### config.mk
export PLATFORM = sky130hd
export DESIGN_NAME = sobel_stream_ctrl
export DESIGN_NICKNAME = d
export VERILOG_FILES = /design/src/rtl/sobel_pkg.sv /design/src/rtl/sobel_token_pipe.sv /design/src/rtl/sobel_stream_ctrl.sv
export SDC_FILE = /design/constraint.sdc
export NUM_CORES = 1
export LEC_CHECK = 0
export BUFFER_PORTS_ARGS = -buffer_cell sky130_fd_sc_hd__buf_2
export CORE_MARGIN = 4
export CORE_UTILIZATION = 35
export CTS_CLUSTER_DIAMETER = 200
export CTS_CLUSTER_SIZE = 12
export DETAILED_ROUTE_END_ITERATION = 8
export SETUP_SLACK_MARGIN = 0.02
export SYNTH_ARGS = -nofsm -noshare
export SYNTH_HDL_FRONTEND = slang
export SYNTH_SLANG_ARGS = --single-unit
### constraint.sdc
create_clock -name clk -period 3.08 [get_ports clk]
set_input_delay 0.154 -clock clk [delete_from_list [all_inputs] [get_ports clk]]
set_output_delay 0.154 -clock clk [all_outputs]
set_load 0.02 [all_outputs]
### src/rtl/sobel_pkg.sv
// Shared types and defaults for the Sobel stage of the grayscale-to-Sobel pipeline.
// Latency: none (types and constants only).
// Backpressure: none (types and constants only).
package sobel_pkg;

  localparam int DEFAULT_WIDTH  = 720;
  localparam int DEFAULT_HEIGHT = 720;

  typedef enum logic [1:0] {
    FILL  = 2'd0,
    RUN   = 2'd1,
    DRAIN = 2'd2
  } ctrl_state_t;

  // Per-pixel token carried alongside the kernel datapath
  typedef struct packed {
    logic valid;
    logic border;
  } token_t;

endpackage

### src/rtl/sobel_token_pipe.sv
// Fixed-depth token delay line that tracks valid/border through a fixed-latency stage.
// Latency: LAT enabled cycles from in_tok to out_tok.
// Backpressure: the whole line freezes while en=0; bubbles enter whenever en=1.
module sobel_token_pipe
  import sobel_pkg::*;
#(
  parameter int LAT = 2
) (
  input  logic   clk,
  input  logic   rst,
  input  logic   en,
  input  token_t in_tok,
  output token_t out_tok
);

  token_t stage [LAT];

  // Shift tokens one stage per enabled cycle; reset discards everything in flight
  always_ff @(posedge clk) begin
    if (rst) begin
      for (int i = 0; i < LAT; i++) stage[i] <= '0;
    end else if (en) begin
      stage[0] <= in_tok;
      for (int i = 1; i < LAT; i++) stage[i] <= stage[i-1];
    end
  end

  assign out_tok = stage[LAT-1];

endmodule

### src/rtl/sobel_stream_ctrl.sv
// Sobel stage sequencer: paces window shifts, flushes with zeros, tags border outputs.
// Latency: a write follows its shift by KERNEL_LAT pipe_en cycles; handshake is combinational.
// Backpressure: a valid tail token with out_full freezes shifting and the kernel pipe.
// Optional statistics ports (frame_cnt, stall_cnt) are built when SOBEL_CTRL_STATS_EN is defined.
module sobel_stream_ctrl
  import sobel_pkg::*;
#(
  parameter int WIDTH      = DEFAULT_WIDTH,
  parameter int HEIGHT     = DEFAULT_HEIGHT,
  parameter int KERNEL_LAT = 2
) (
  input  logic        clk,
  input  logic        rst,
  input  logic        in_empty,
  output logic        in_rd_en,
  output logic        shift_en,
  output logic        shift_zero,
  output logic        pipe_en,
  input  logic        out_full,
  output logic        out_wr_en,
  output logic        out_sel_zero,
  output logic        frame_done
`ifdef SOBEL_CTRL_STATS_EN
  ,
  output logic [15:0] frame_cnt,
  output logic [31:0] stall_cnt
`endif
);

  localparam int N  = WIDTH * HEIGHT;
  localparam int KW = $clog2(N + WIDTH + 2);
  localparam int CW = $clog2(WIDTH);
  localparam int RW = $clog2(HEIGHT);
  localparam int WC = $clog2(N);

  // Shift-count milestones within one frame
  localparam logic [KW-1:0] K_RUN   = KW'(WIDTH + 1);
  localparam logic [KW-1:0] K_TOK   = KW'(WIDTH + 2);
  localparam logic [KW-1:0] K_DRAIN = KW'(N);
  localparam logic [KW-1:0] K_END   = KW'(N + WIDTH + 1);

  ctrl_state_t   state;
  logic [KW-1:0] k;
  logic [KW-1:0] k_nxt;
  logic [CW-1:0] col;
  logic [RW-1:0] row;
  logic [WC-1:0] wr_cnt;
  logic          inject;
  token_t        in_tok;
  token_t        tail_tok;

  assign k_nxt = k + 1'b1;

  // The kernel stalls only when a real result is waiting on a full output FIFO
  always_comb pipe_en = !(tail_tok.valid && out_full);

  // Window shift / FIFO pop: real pixels in FILL and RUN, zero flush in DRAIN
  always_comb begin
    shift_en   = 1'b0;
    shift_zero = 1'b0;
    in_rd_en   = 1'b0;
    if (!rst) begin
      if (state == DRAIN) begin
        shift_en   = pipe_en;
        shift_zero = pipe_en;
      end else begin
        shift_en = pipe_en && !in_empty;
        in_rd_en = pipe_en && !in_empty;
      end
    end
  end

  // Once the window holds a full neighbourhood, every shift produces one centre pixel
  always_comb begin
    inject        = shift_en && (k_nxt >= K_TOK);
    in_tok.valid  = inject;
    in_tok.border = inject && ((row == '0) || (row == RW'(HEIGHT - 1)) ||
                               (col == '0) || (col == CW'(WIDTH - 1)));
  end

  sobel_token_pipe #(
    .LAT (KERNEL_LAT)
  ) u_token_pipe (
    .clk     (clk),
    .rst     (rst),
    .en      (pipe_en),
    .in_tok  (in_tok),
    .out_tok (tail_tok)
  );

  // Output side: write each valid tail token, zeroing border centres
  always_comb begin
    out_wr_en    = tail_tok.valid && !out_full;
    out_sel_zero = tail_tok.valid && tail_tok.border;
    frame_done   = out_wr_en && (wr_cnt == WC'(N - 1));
  end

  // Frame sequencer: shift count, phase, and raster position of the next centre
  always_ff @(posedge clk) begin
    if (rst) begin
      state <= FILL;
      k     <= '0;
      row   <= '0;
      col   <= '0;
    end else if (shift_en) begin
      k <= k_nxt;
      if (inject) begin
        if (col == CW'(WIDTH - 1)) begin
          col <= '0;
          row <= (row == RW'(HEIGHT - 1)) ? '0 : row + 1'b1;
        end else begin
          col <= col + 1'b1;
        end
      end
      case (state)
        FILL:    if (k_nxt == K_RUN)   state <= RUN;
        RUN:     if (k_nxt == K_DRAIN) state <= DRAIN;
        DRAIN: begin
          if (k_nxt == K_END) begin
            state <= FILL;
            k     <= '0;
          end
        end
        default: state <= FILL;
      endcase
    end
  end

  // Output write counter; independent of the shift side so frames may overlap
  always_ff @(posedge clk) begin
    if (rst) begin
      wr_cnt <= '0;
    end else if (out_wr_en) begin
      wr_cnt <= (wr_cnt == WC'(N - 1)) ? '0 : wr_cnt + 1'b1;
    end
  end

`ifdef SOBEL_CTRL_STATS_EN
  // Frame count wraps; stall count saturates
  always_ff @(posedge clk) begin
    if (rst) begin
      frame_cnt <= '0;
      stall_cnt <= '0;
    end else begin
      if (frame_done) frame_cnt <= frame_cnt + 1'b1;
      if (!pipe_en && (stall_cnt != '1)) stall_cnt <= stall_cnt + 1'b1;
    end
  end
`endif

endmodule

Yosys cells after proc, flatten, opt, wreduce, memory -nomap -nowiden
Memories as Yosys holds them, arrays and structs flattened.
Index checks and enable logic that the tools add are counted.

cells by class
  multiplexer cells = 22
  equality and inequality tests = 11
  add/sub/neg operators = 4
  bitwise gates (word level) = 2
  reductions and logical operators = 19
  $lt $le $gt $ge = 1

operators by type and width
  operator                                                              count
  == test 19 bit (second input constant)                                3
  2-to-1 mux 19 bit                                                     3
  adder 19 x 1 -> 19 bit (second input constant)                        2
  adder 10 x 1 -> 10 bit (second input constant)                        2
  == test 10 bit (second input constant)                                2
  zero test 10 bit                                                      2
  2-to-1 mux 10 bit                                                     2
  == test 19 x 10 -> 1 bit (second input constant)                      1
  greater-or-equal comparator 19 x 10 -> 1 bit (second input constant)  1
  2-to-1 mux 1 bit                                                      11
  2-to-1 mux 2 bit                                                      5
  logical AND 1 bit                                                     7
  one-hot mux 2 bit (3 select lines)                                    1
  != test 2 bit (second input constant)                                 2
  AND reduction 4 bit                                                   1
  zero test 1 bit                                                       3
  logical OR 1 bit                                                      3
  AND reduction 3 bit                                                   1
  == test 2 x 1 -> 1 bit (second input constant)                        1
  == test 2 bit (second input constant)                                 1
  zero test 2 bit                                                       1
  != test 2 x 1 -> 1 bit (second input constant)                        1
  bitwise OR 1 bit                                                      2
  AND reduction 2 bit                                                   1

storage, ports and cells
  memory bits (writable) = 4
  memories kept = 1
  register bits after elaboration = 60

memories
  memory              words  bits a word  read ports  clocked after Yosys merged registers in  wr ports  RTL line                RTL
  u_token_pipe.stage  2      2            2           0                                        2         sobel_token_pipe.sv:16  token_t stage [LAT];

Longest topological paths before layout
Gate-level depths: netlist (run 1).

  depth in word-level cells = 8
  mapped depth = 12
  depth with buffers taken out = 10

Modules after synthesis
A second synthesis (run 1) with hierarchy kept.

unflattened totals
  cells, all modules = 479
  area total of the unflattened synthesis = 3,947.5 µm²

modules (own cells, without submodules)
  module             cells each  area each (µm²)  instances  seq. area each (µm²)
  sobel_stream_ctrl  468         3,771.1          1          1,201.2
  sobel_token_pipe   11          176.4            1          120.1

Worst setup path before layout (run 1)
Ideal clock, no wire load.

  kind = reg2reg
  start = register k[0]
  end = register col[3]
  data required time = 3.022 ns
  path slack = 0.284 ns
  library setup time = 0.058 ns
  clock period less this slack = 2.796 ns
  cell stages (with the launch flop) = 12
  arrival = 2.738 ns
  path through = dfxtp_1 -> ha_1 -> nand3_1 -> nor4_4 -> mux2_2 -> o21a_1 -> or3_4 -> o21ai_2 -> inv_1 -> buf_6 -> a31oi_1 -> o21a_1

on the way
  cells in the longest elaborated chain, start to end = 4

ends and longest elaborated chain
  what                                          RTL line                  RTL
  from (decl)                                   sobel_stream_ctrl.sv:43   logic [KW-1:0] k;
  from (signal assigned)                        sobel_stream_ctrl.sv:106  k <= k_nxt;
  adder 19 x 1 -> 19 bit                        sobel_stream_ctrl.sv:52   assign k_nxt = k + 1'b1;
  greater-or-equal comparator 19 x 10 -> 1 bit  sobel_stream_ctrl.sv:75   inject = shift_en && (k_nxt >= K_TOK);
  logical AND 1 bit                             sobel_stream_ctrl.sv:75
  AND reduction 2 bit (no source line)          n/a
  to (signal assigned)                          sobel_stream_ctrl.sv:112  col <= col + 1'b1;
  to (decl)                                     sobel_stream_ctrl.sv:45   logic [CW-1:0] col;

No other way between the ends.
A chain may end at the register's enable or synchronous reset.

Final worst setup path (run 1)
  start = register k[11]
  end = register col[3]

Same word-level chain as after synthesis.

==> metrics.txt, run 1 <==
number of enable flip-flop cells after synthesis=4; multiplexer area fraction after synthesis=less than 1%; terminus of the critical flop-to-flop path=col[3]$_SDFFE_PP0P_; TritonCTS clock tree=built; number of warnings reported in the yosys synthesis log=0; Worst-path clk slew=60 ps; endpoint of the most critical setup path=col[3]$_SDFFE_PP0P_; Post-Synth Adder-Cell Area=under 10%; main combinational cell family by area after synthesis=simple AND/OR/NAND/NOR gates; H-tree depth reported by CTS=3; number of buffers created by CTS=9; Setup crit start=k[11]$_SDFFE_PP0P_; synthesized flop and latch total=64; Post-Layout Cell Count=~660; main area contributors after synthesis=dfxtp_1 (30%), nand2_1 (4.5%), nor2_1 (4.5%); antenna diode instance count=0; reg2reg setup slack=250 ps; worst min path class=primary input to register; wirelength, routed=roughly 9.2 mm; launch point of the worst reg-to-reg path=k[11]$_SDFFE_PP0P_; standard-cell row count=38; post-layout instance area=0.00449 mm2; prevailing post-synth register cell=dfxtp_1; post-route minimum period=roughly 2800 ps; final setup violation count=0; wire length of the first global-routing pass=between 15 and 20 mm; maximum vdd ir drop=roughly 0.00026 V; count of vias placed by the detailed router=3675; critical path endpoint category=register; Chip Height=114 um; Total Negative Setup Slacks=0 ps; post-CTS repair timing setup buffer count=0; async set-or-reset flop fraction in the synthesized netlist=0%; part of the cycle the worst path needs=between 90 and 100%; CP max FO=11; status=complete, no violations; layout overhead on the synthesized area=13.3%; count of distinct cell types in the synthesized netlist=61; cell with the most instances after synthesis=dfxtp_1; Synth Cell Area=0.00396 mm2; CP required=between 3000 and 4000 ps; antenna violations before repair=0; DRC violations left=0; worst rel slew slack=between 60% and 70%; unrepaired setup endpoints after global routing=false; transition at the pin with the smallest max-transition slack=between 500 and 600 ps; Vias per Instance=5.59; area share of xor/xnor cells in the synthesized design=~6%; dpl hpwl=roughly 6.5 mm; CORE AREA=0.0109 mm2; most common library cells after synthesis=dfxtp_1 (60), nand2_1 (48), nor2_1 (47); overall overflow remaining after global route=0; standard cell area after detailed placement=0.00419 mm2; core occupancy in the finished layout=41.0%; via count of the first global-routing pass=between 3000 and 4000; starting density of the core=36.2%; P_leak=approximately 1.6 nW; path depth of the worst reg2reg path=9; Max Clk Rate=~350 MHz; CTS Root Buffer Type=clkbuf_16; Clock Sinks=64; gr usage total=14.8%; maximum count of clock buffers along a single path=2; crit path DAT=slightly above 3000 ps; average cell area after synthesis=slightly below 8 um2; Max Clock Skew=6.05 ps; Wirelength per Cell=roughly 14 um; layout cells sized above 1=between 10% and 20%; max-slew violations=0; max_cap viols=0; largest net degree at the start of global routing=between 40 and 50; synthesized-area fraction occupied by ao, oa, aoi and oai cells=~17%; I/O pin count=11; number of port buffers=10; sequential fraction of the synthesis area=about 33%; DIE WIDTH=~110 um; number of cells produced by synthesis=500; count of TritonRoute iterations in the first routing pass=5; top cell type by total area after synthesis=dfxtp_1; CP Class=register to register; placed instance count=roughly 640; die area=about 0.013 mm2; global placer's final weighted congestion=approximately 0.84; area share of the largest cell type after synthesis=~30%; Simple-Gate Fraction of Synth Area=~34%; net count of the mapped netlist=approximately 510; power density relative to cell area=around 430 mW/mm2; Setup crit start kind=register; clock latency on the worst-skew pair=about 330 ps; remaining antenna violation count=0; net count of the finished layout=525; endpoints failing hold=0; DR iter-0 viols=about 240
[registers in the layout (all words and copies together) (netlist names)]
signal / count
wr_cnt: 19
k: 19
row: 10
state: 2
u_token_pipe.stage: 4
col: 10
[metrics by stage]
| step | hold WS [ps] | total power [mW] | setup WS (ps) |
|---|---|---|---|
| after floorplan | 397 | 0.901 | 284 |
| after global placement | 478 | 0.924 | 260 |
| after detailed placement | 495 | 0.925 | 205 |
| after CTS | 277 | 1.95 | 171 |
| after global routing | 302 | 1.99 | 34.4 |
| final | 297 | 1.92 | 247 |
[repair_timing]
action | 4_1_cts | 5_1_grt
gates resized for setup | 0 | 1
setup endpoints to repair | 0 | 6
hold buffers | 0 | 0
[worst min-delay path by stage]
stage	from	cells after the start	to	slack (ps)
3_5_place_dp	row[0]$_SDFFE_PP0P_	2	row[0]$_SDFFE_PP0P_	500
2_1_floorplan	in_empty	1	in_rd_en	400
5_1_grt	rst	3	u_token_pipe.stage[0][3]$_SDFFCE_PN0P_	300
4_1_cts	rst	3	u_token_pipe.stage[0][3]$_SDFFCE_PN0P_	280
6_report	rst	3	u_token_pipe.stage[0][3]$_SDFFCE_PN0P_	300
3_3_place_gp	wr_cnt[12]$_SDFFE_PP0P_	2	wr_cnt[12]$_SDFFE_PP0P_	480
[power by group]
group	total, mW	switching (mW)	internal [mW]
clock network	1.01	0.408	0.602
registers	0.839	0.00168	0.838
logic	0.0670	0.0468	0.0202
total	1.92	0.456	1.46
[cell type report]
cell class,count,area (um2)
clock inverter,6,47.5
fill,1114,6450
clock buffer,10,250
sequential,64,1320
multi-input combinational,392,2420
timing repair buffer,34,230
inverter,11,41.3
tap,140,175
[layer usage]
layer	track usage (%)	part of all wire (%)
met5	0	0
met4	6.18	1.9
met3	3.22	5.4
met2	22.5	44
met1	20.3	48
[cell usage in the layout (no fill, tap or decap), types with 4 or more instances in the layout]
| cell type | n |
|---|---|
| buf_2 | 10 |
| a21oi_1 | 33 |
| inv_1 | 11 |
| nand3b_1 | 6 |
| o211ai_1 | 4 |
| nand2_1 | 48 |
| xnor2_1 | 9 |
| a211oi_1 | 4 |
| nand4_1 | 15 |
| ha_1 | 9 |
| or3_1 | 10 |
| dfxtp_1 | 59 |
| and3_1 | 13 |
| edfxtp_1 | 4 |
| nand2b_1 | 9 |
| nor2_1 | 47 |
| clkbuf_16 | 10 |
| nor3_1 | 18 |
| nor2b_1 | 6 |
| o21ai_0 | 17 |
| o21a_1 | 5 |
| buf_4 | 24 |
| a311oi_1 | 4 |
| nand3_1 | 33 |
| and2_1 | 12 |
| a31oi_1 | 13 |
| xor2_1 | 18 |
| nor4_1 | 5 |
| and4_1 | 4 |
[kinds of logic after synthesis]
kind of cell | count (synthesis)
XOR/XNOR | 27
AND/OR/NAND/NOR | 247
buffers and inverters | 44
multiplexers | 3
flip-flops | 64
adder cells (fa/ha/maj) | 9
AO/OA/AOI/OAI | 106
[worst max-delay path: stages (launching register included)]
cell	delay, ps
dfxtp_1	490
nand4_1	290
nor4_4	380
mux2_2	380
o21a_1	130
or3_4	390
o21ai_2	160
inv_1	200
a31oi_1	210
o21a_1	130
(Power assumes the default switching activity.)
==> run 2, diff against run 1 <==
--- a/config.mk
+++ b/config.mk
@@ -11,6 +11,7 @@
 export CTS_CLUSTER_DIAMETER = 200
 export CTS_CLUSTER_SIZE = 12
 export DETAILED_ROUTE_END_ITERATION = 8
+export GPL_TIMING_DRIVEN = 0
 export SETUP_SLACK_MARGIN = 0.02
 export SYNTH_ARGS = -nofsm -noshare
 export SYNTH_HDL_FRONTEND = slang
==> run 2 against run 1 <==
  * Clock power grew 7%
  * Sequential share of layout area shrank 0.28 points
  * Fmax fell by 1.8%
  * Setup slack got worse by 53 ps
  * Cell count increased by 1.7%
  * Power is 3.8% higher
  * Critical path depth up 2
  * Count of clock-buffer cells in the layout unchanged
  * Sequential power rose by 0.6%
  * First-iteration DRC count is 41% higher
  * Cell area is 1.1% higher
  * Largest cell class unchanged
  * Largest power group unchanged
==> metrics.txt, run 2 (synthesized netlist as in run 1, its figures left out) <==
CP max FO=10; CP required=3360 ps; reg2reg setup slack=roughly 190 ps; worst rel slew slack=between 50% and 60%; CTS Root Buffer Type=clkbuf_16; post-route minimum period=2890 ps; antenna violations before repair=0; I/O pin count=11; Max Clock Skew=slightly below 7 ps; wirelength, routed=9.71 mm; Post-Layout Cell Count=~670; antenna diode instance count=0; Clock Sinks=64; H-tree depth reported by CTS=3; number of port buffers=10; unrepaired setup endpoints after global routing=false; layout cells sized above 1=between 10% and 20%; status=complete, no violations; most frequent cells in the layout=dfxtp_1 (58), nand2_1 (48), nor2_1 (47), a21oi_1 (33), nand3_1 (32); count of hold buffers inserted by post-cts repair=0; dpl hpwl=around 7 mm; routed length on met1=4.68 mm; DR iter-0 viols=around 350; global placer's final weighted congestion=approximately 0.87; gr usage total=between 10% and 20%; number of buffers created by CTS=9; count of vias placed by the detailed router=3675; Chip Height=114 um; Vias per Instance=5.50; net count of the finished layout=~540; CORE AREA=0.0109 mm2; Worst-path clk slew=about 60 ps; largest net degree at the start of global routing=14; Wirelength per Cell=around 15 um; clock latency on the worst-skew pair=340 ps; top sig layer=met4; CP Class=register to register; placed instance count=650; standard-cell row count=38; power density relative to cell area=roughly 440 mW/mm2; registers with the highest flip-flop counts=k (19), wr_cnt (19); overall overflow remaining after global route=0; die area=~0.013 mm2; DRC violations left=0; crit path DAT=roughly 3200 ps; starting density of the core=~36%; layout overhead on the synthesized area=14.5%; path depth of the worst reg2reg path=11; maximum count of clock buffers along a single path=2; Setup crit start kind=register; max-slew violations=0; hold depth=3; via count of the first global-routing pass=between 3000 and 4000; transition at the pin with the smallest max-transition slack=~670 ps; count of TritonRoute iterations in the first routing pass=4; standard cell area after detailed placement=0.00419 mm2; maximum vdd ir drop=0.000337 V; most common library cell in the layout ignoring fill and taps=dfxtp_1; critical path endpoint category=register; part of the cycle the worst path needs=93.7%; TritonCTS clock tree=built; P_leak=1.64 nW; worst hold slack=approximately 300 ps; final setup violation count=0; worst min path class=primary input to register; Max Clk Rate=around 350 MHz; endpoints failing hold=0; wire length of the first global-routing pass=around 16 mm; remaining antenna violation count=0; max_cap viols=0; DIE WIDTH=around 110 um; post-layout instance area=0.00453 mm2; routed length on met3=561 um; routed length on met2=between 4 and 5 mm
[run 2: cell count changes in the layout (fill, tap and decap cells not counted), sizes merged]
cell and delta:
bufinv +1, inv -1, buf -6, clkinv +2
clkbuf +17, clkinvlp -2
[run 2: worst paths after layout]
kind | startpoint | end
worst max-delay path | k[0]$_SDFFE_PP0P_ | col[3]$_SDFFE_PP0P_
worst min-delay path | rst | u_token_pipe.stage[0][3]$_SDFFCE_PN0P_
worst max register to register | k[0]$_SDFFE_PP0P_ | col[3]$_SDFFE_PP0P_
worst min register to register | wr_cnt[12]$_SDFFE_PP0P_ | wr_cnt[12]$_SDFFE_PP0P_
[run 2: timing repair]
item | 4_1_cts | 5_1_grt
endpoints found under the setup margin | 34 | 32
gates resized for setup | 3 | 4
setup buffers | 0 | 2
pin swaps | 1 | 1
[run 2: power breakdown]
part           switching, mW  internal [mW]  leakage (nW)
registers            0.00573          0.839         0.533
clock network          0.397          0.684         0.159
logic                 0.0479         0.0170         0.952
total                  0.451           1.54          1.64
[run 2: worst max-delay path, cell delays in order (launching register included)]
cell,delay [ps]
dfxtp_2,420
ha_2,290
nand3_2,170
nor4_4,350
mux2_2,390
o21a_1,130
or3_4,390
o21ai_2,160
inv_1,90
buf_6,150
a31oi_1,160
o21a_1,130
[run 2: layout make-up]
type | instances | area, um2
fill | 1126 | 6400
multi-input combinational | 392 | 2430
clock buffer | 10 | 250
buffer | 33 | 180
tap | 140 | 175
inverter | 11 | 41.3
timing repair buffer | 12 | 65.1
sequential | 64 | 1320
clock inverter | 6 | 71.3
[run 2: stage by stage]
step	utilization, %	total power [mW]	setup TNS, ps	setup WS, ps
6_report	41.5	1.99	0	194
3_3_place_gp	38.3	0.925	-1060	-107
5_1_grt	41.5	2.07	0	21.7
3_5_place_dp	38.3	0.927	-1650	-121
2_1_floorplan	-	0.901	0	284
4_1_cts	41.2	2.02	0	89.0
[run 2: layer usage]
layer  vias to the layer above  global-route usage (%)
li1                       1863                       -
met1                      1718                    21.7
met2                        74                    23.1
met3                        20                    4.07
met4                         0                    6.33
met5                         -                       0
==> run 3, diff against run 2 <==
--- a/config.mk
+++ b/config.mk
@@ -6,9 +6,10 @@
 export NUM_CORES = 1
 export LEC_CHECK = 0
 export BUFFER_PORTS_ARGS = -buffer_cell sky130_fd_sc_hd__buf_2
-export CORE_MARGIN = 4
+export CORE_MARGIN = 2
 export CORE_UTILIZATION = 35
-export CTS_CLUSTER_DIAMETER = 200
+export CTS_BUF_LIST = sky130_fd_sc_hd__clkbuf_2
+export CTS_CLUSTER_DIAMETER = 30
 export CTS_CLUSTER_SIZE = 12
 export DETAILED_ROUTE_END_ITERATION = 8
 export GPL_TIMING_DRIVEN = 0
==> run 3 against run 2 <==
  * Critical path depth down 1
  * Hold slack got worse by 200 ps
  * Sequential share of layout area up 1.1 points
  * Cell area is 3.7% lower
  * Global-route usage grew 1.4 points
  * Core utilization shrank 1.5 points
  * Count of clock-buffer cells in the layout decreased by 1
  * Non-clock buffer count stayed put
  * Cell count unchanged
  * Clock skew increased by 7.5 ps
  * First-iteration DRC count decreased by 22%
==> metrics.txt, run 3 (synthesized netlist as in run 1, its figures left out) <==
status=complete, no violations; max-slew violations=0; total net switching power=approximately 0.42 mW; antenna diode instance count=0; Chip Height=110 um; switching part of the total power=between 20% and 30%; core occupancy in the finished layout=39.9%; layout cells sized above 1=11.9%; standard-cell row count=38; CORE AREA=~0.011 mm2; Total Negative Setup Slacks=0 ps; TritonCTS clock tree=built; crit path DAT=roughly 3300 ps; DRC violations left=0; DR iter-0 viols=268; final setup violation count=0; transition at the pin with the smallest max-transition slack=637 ps; P_leak=1.59 nW; count of vias placed by the detailed router=3702; power density relative to cell area=356 mW/mm2; hold depth=4; number of buffers created by CTS=9; CTS Root Buffer Type=clkbuf_2; count of TritonRoute iterations in the first routing pass=5; most frequent cells in the layout=dfxtp_1 (58), nand2_1 (48), nor2_1 (47), a21oi_1 (33), nand3_1 (32); dominant cell type by count on the critical path=buf_2; share of total power in sequential cells=54.4%; count of hold buffers inserted by post-cts repair=0; via count of the first global-routing pass=around 3300; layout overhead on the synthesized area=10.3%; Setup crit start kind=register; Post-Layout Cell Count=approximately 670; cell at the slowest stage of the critical path=or4_1; internal power component=roughly 1.1 mW; number of port buffers=10; antenna violations before repair=0; Max Clock Skew=14.3 ps; starting density of the core=between 30% and 40%; max_cap viols=0; global placer's final weighted congestion=slightly below 0.9; part of the cycle the worst path needs=approximately 90%; post-route minimum period=2850 ps; path depth of the worst reg2reg path=10; largest net degree at the start of global routing=14; CP max FO=10; Final Total Pwr=around 1.6 mW; maximum vdd ir drop=0.000154 V; placed instance count=650; net count of the finished layout=roughly 540; Clk pwr share=about two fifths; CP Cell Sequence=buf_2, and2_1, nand4_4, or3_1, a21o_1, or4_1, buf_2, buf_6, a21oi_1, o32ai_1; die area=0.0122 mm2; Worst-path clk slew=210 ps; CP Class=register to register; most common library cell in the layout ignoring fill and taps=dfxtp_1; gr usage total=between 15 and 20%; Clock Sinks=64; Vias per Instance=5.54; maximum count of clock buffers along a single path=2; overall overflow remaining after global route=0; Max Clk Rate=~350 MHz; worst rel slew slack=a little under three fifths; wire length of the first global-routing pass=around 16 mm; critical path endpoint category=register; H-tree depth reported by CTS=3; I/O pin count=11; number of filler cells placed in the layout=1132; remaining antenna violation count=0; unrepaired setup endpoints after global routing=false; Wirelength per Cell=14.5 um; Crit path largest cell delay=~530 ps; CP required=around 3500 ps; endpoints failing hold=0; combinational share of power=4.2%; registers with the highest flip-flop counts=k (19), wr_cnt (19); DIE WIDTH=roughly 110 um; dpl hpwl=between 6 and 7 mm; worst min path class=primary input to register; clock latency on the worst-skew pair=530 ps; wirelength, routed=just under 10 mm
[run 3: cell types whose count changed in the layout (fill, tap and decap cells not counted), sizes merged]
| cell | before | now |
|---|---|---|
| bufinv | 1 | 2 |
| clkbuf | 27 | 26 |
| clkinv | 2 | 3 |
| inv | 14 | 13 |
[run 3: final timing paths]
path                             from                      to  slack, ps
setup / recovery    k[7]$_SDFFE_PP0P_       k[8]$_SDFFE_PP0P_        230
setup reg to reg    k[7]$_SDFFE_PP0P_       k[8]$_SDFFE_PP0P_        230
hold / removal               out_full  wr_cnt[1]$_SDFFE_PP0P_        100
hold reg to reg   col[0]$_SDFFE_PP0P_     col[0]$_SDFFE_PP0P_        510
[run 3: timing repair]
action,CTS,global route
pin swaps,1,0
resized for setup,4,3
setup buffers,2,0
setup endpoints to repair,37,38
[run 3: routing by layer]
layer / vias up / wire length [um] / track usage [%]
li1: 1862 / - / -
met1: 1751 / 4720 / 23.1
met2: 75 / 4390 / 27.1
met3: 14 / 461 / 4.06
met4: 0 / 121 / 4.55
met5: - / 0 / 0
[run 3: worst max-delay path, delay by kind of cell (launching register included)]
kind	cells	cell delay (ps)
flops	1	400
compound gates	3	430
buf+inv	3	570
simple gates	4	1330
[run 3: layout make-up]
type | instances | area, um2 | area share, %
multi-input combinational | 392 | 2430 | 55.7
sequential | 64 | 1320 | 30.3
buffer | 33 | 180 | 4.13
tap | 140 | 175 | 4.01
clock inverter | 7 | 104 | 2.38
timing repair buffer | 12 | 65.1 | 1.49
clock buffer | 9 | 45.0 | 1.03
inverter | 11 | 41.3 | 0.946
[run 3: power by group through the flow]
stage               Sequential (mW)  Combinational, mW  Clock [mW]
floorplan                     0.860             0.0404           0
global placement              0.861             0.0635           0
detailed placement            0.862             0.0645           0
CTS                           0.846             0.0648       0.664
global route                  0.847             0.0713       0.703
finish                        0.846             0.0646       0.643
[run 3: metrics by stage]
stage | worst slack, ps | hold WS (ps) | area, um2
after floorplan | 284 | 397 | 3960
after global placement | -70.7 | 480 | 4190
after detailed placement | -160 | 488 | 4190
after CTS | 15.6 | 60.9 | 4360
after global routing | 34.7 | 40.2 | 4370
final | 233 | 98.4 | 4370
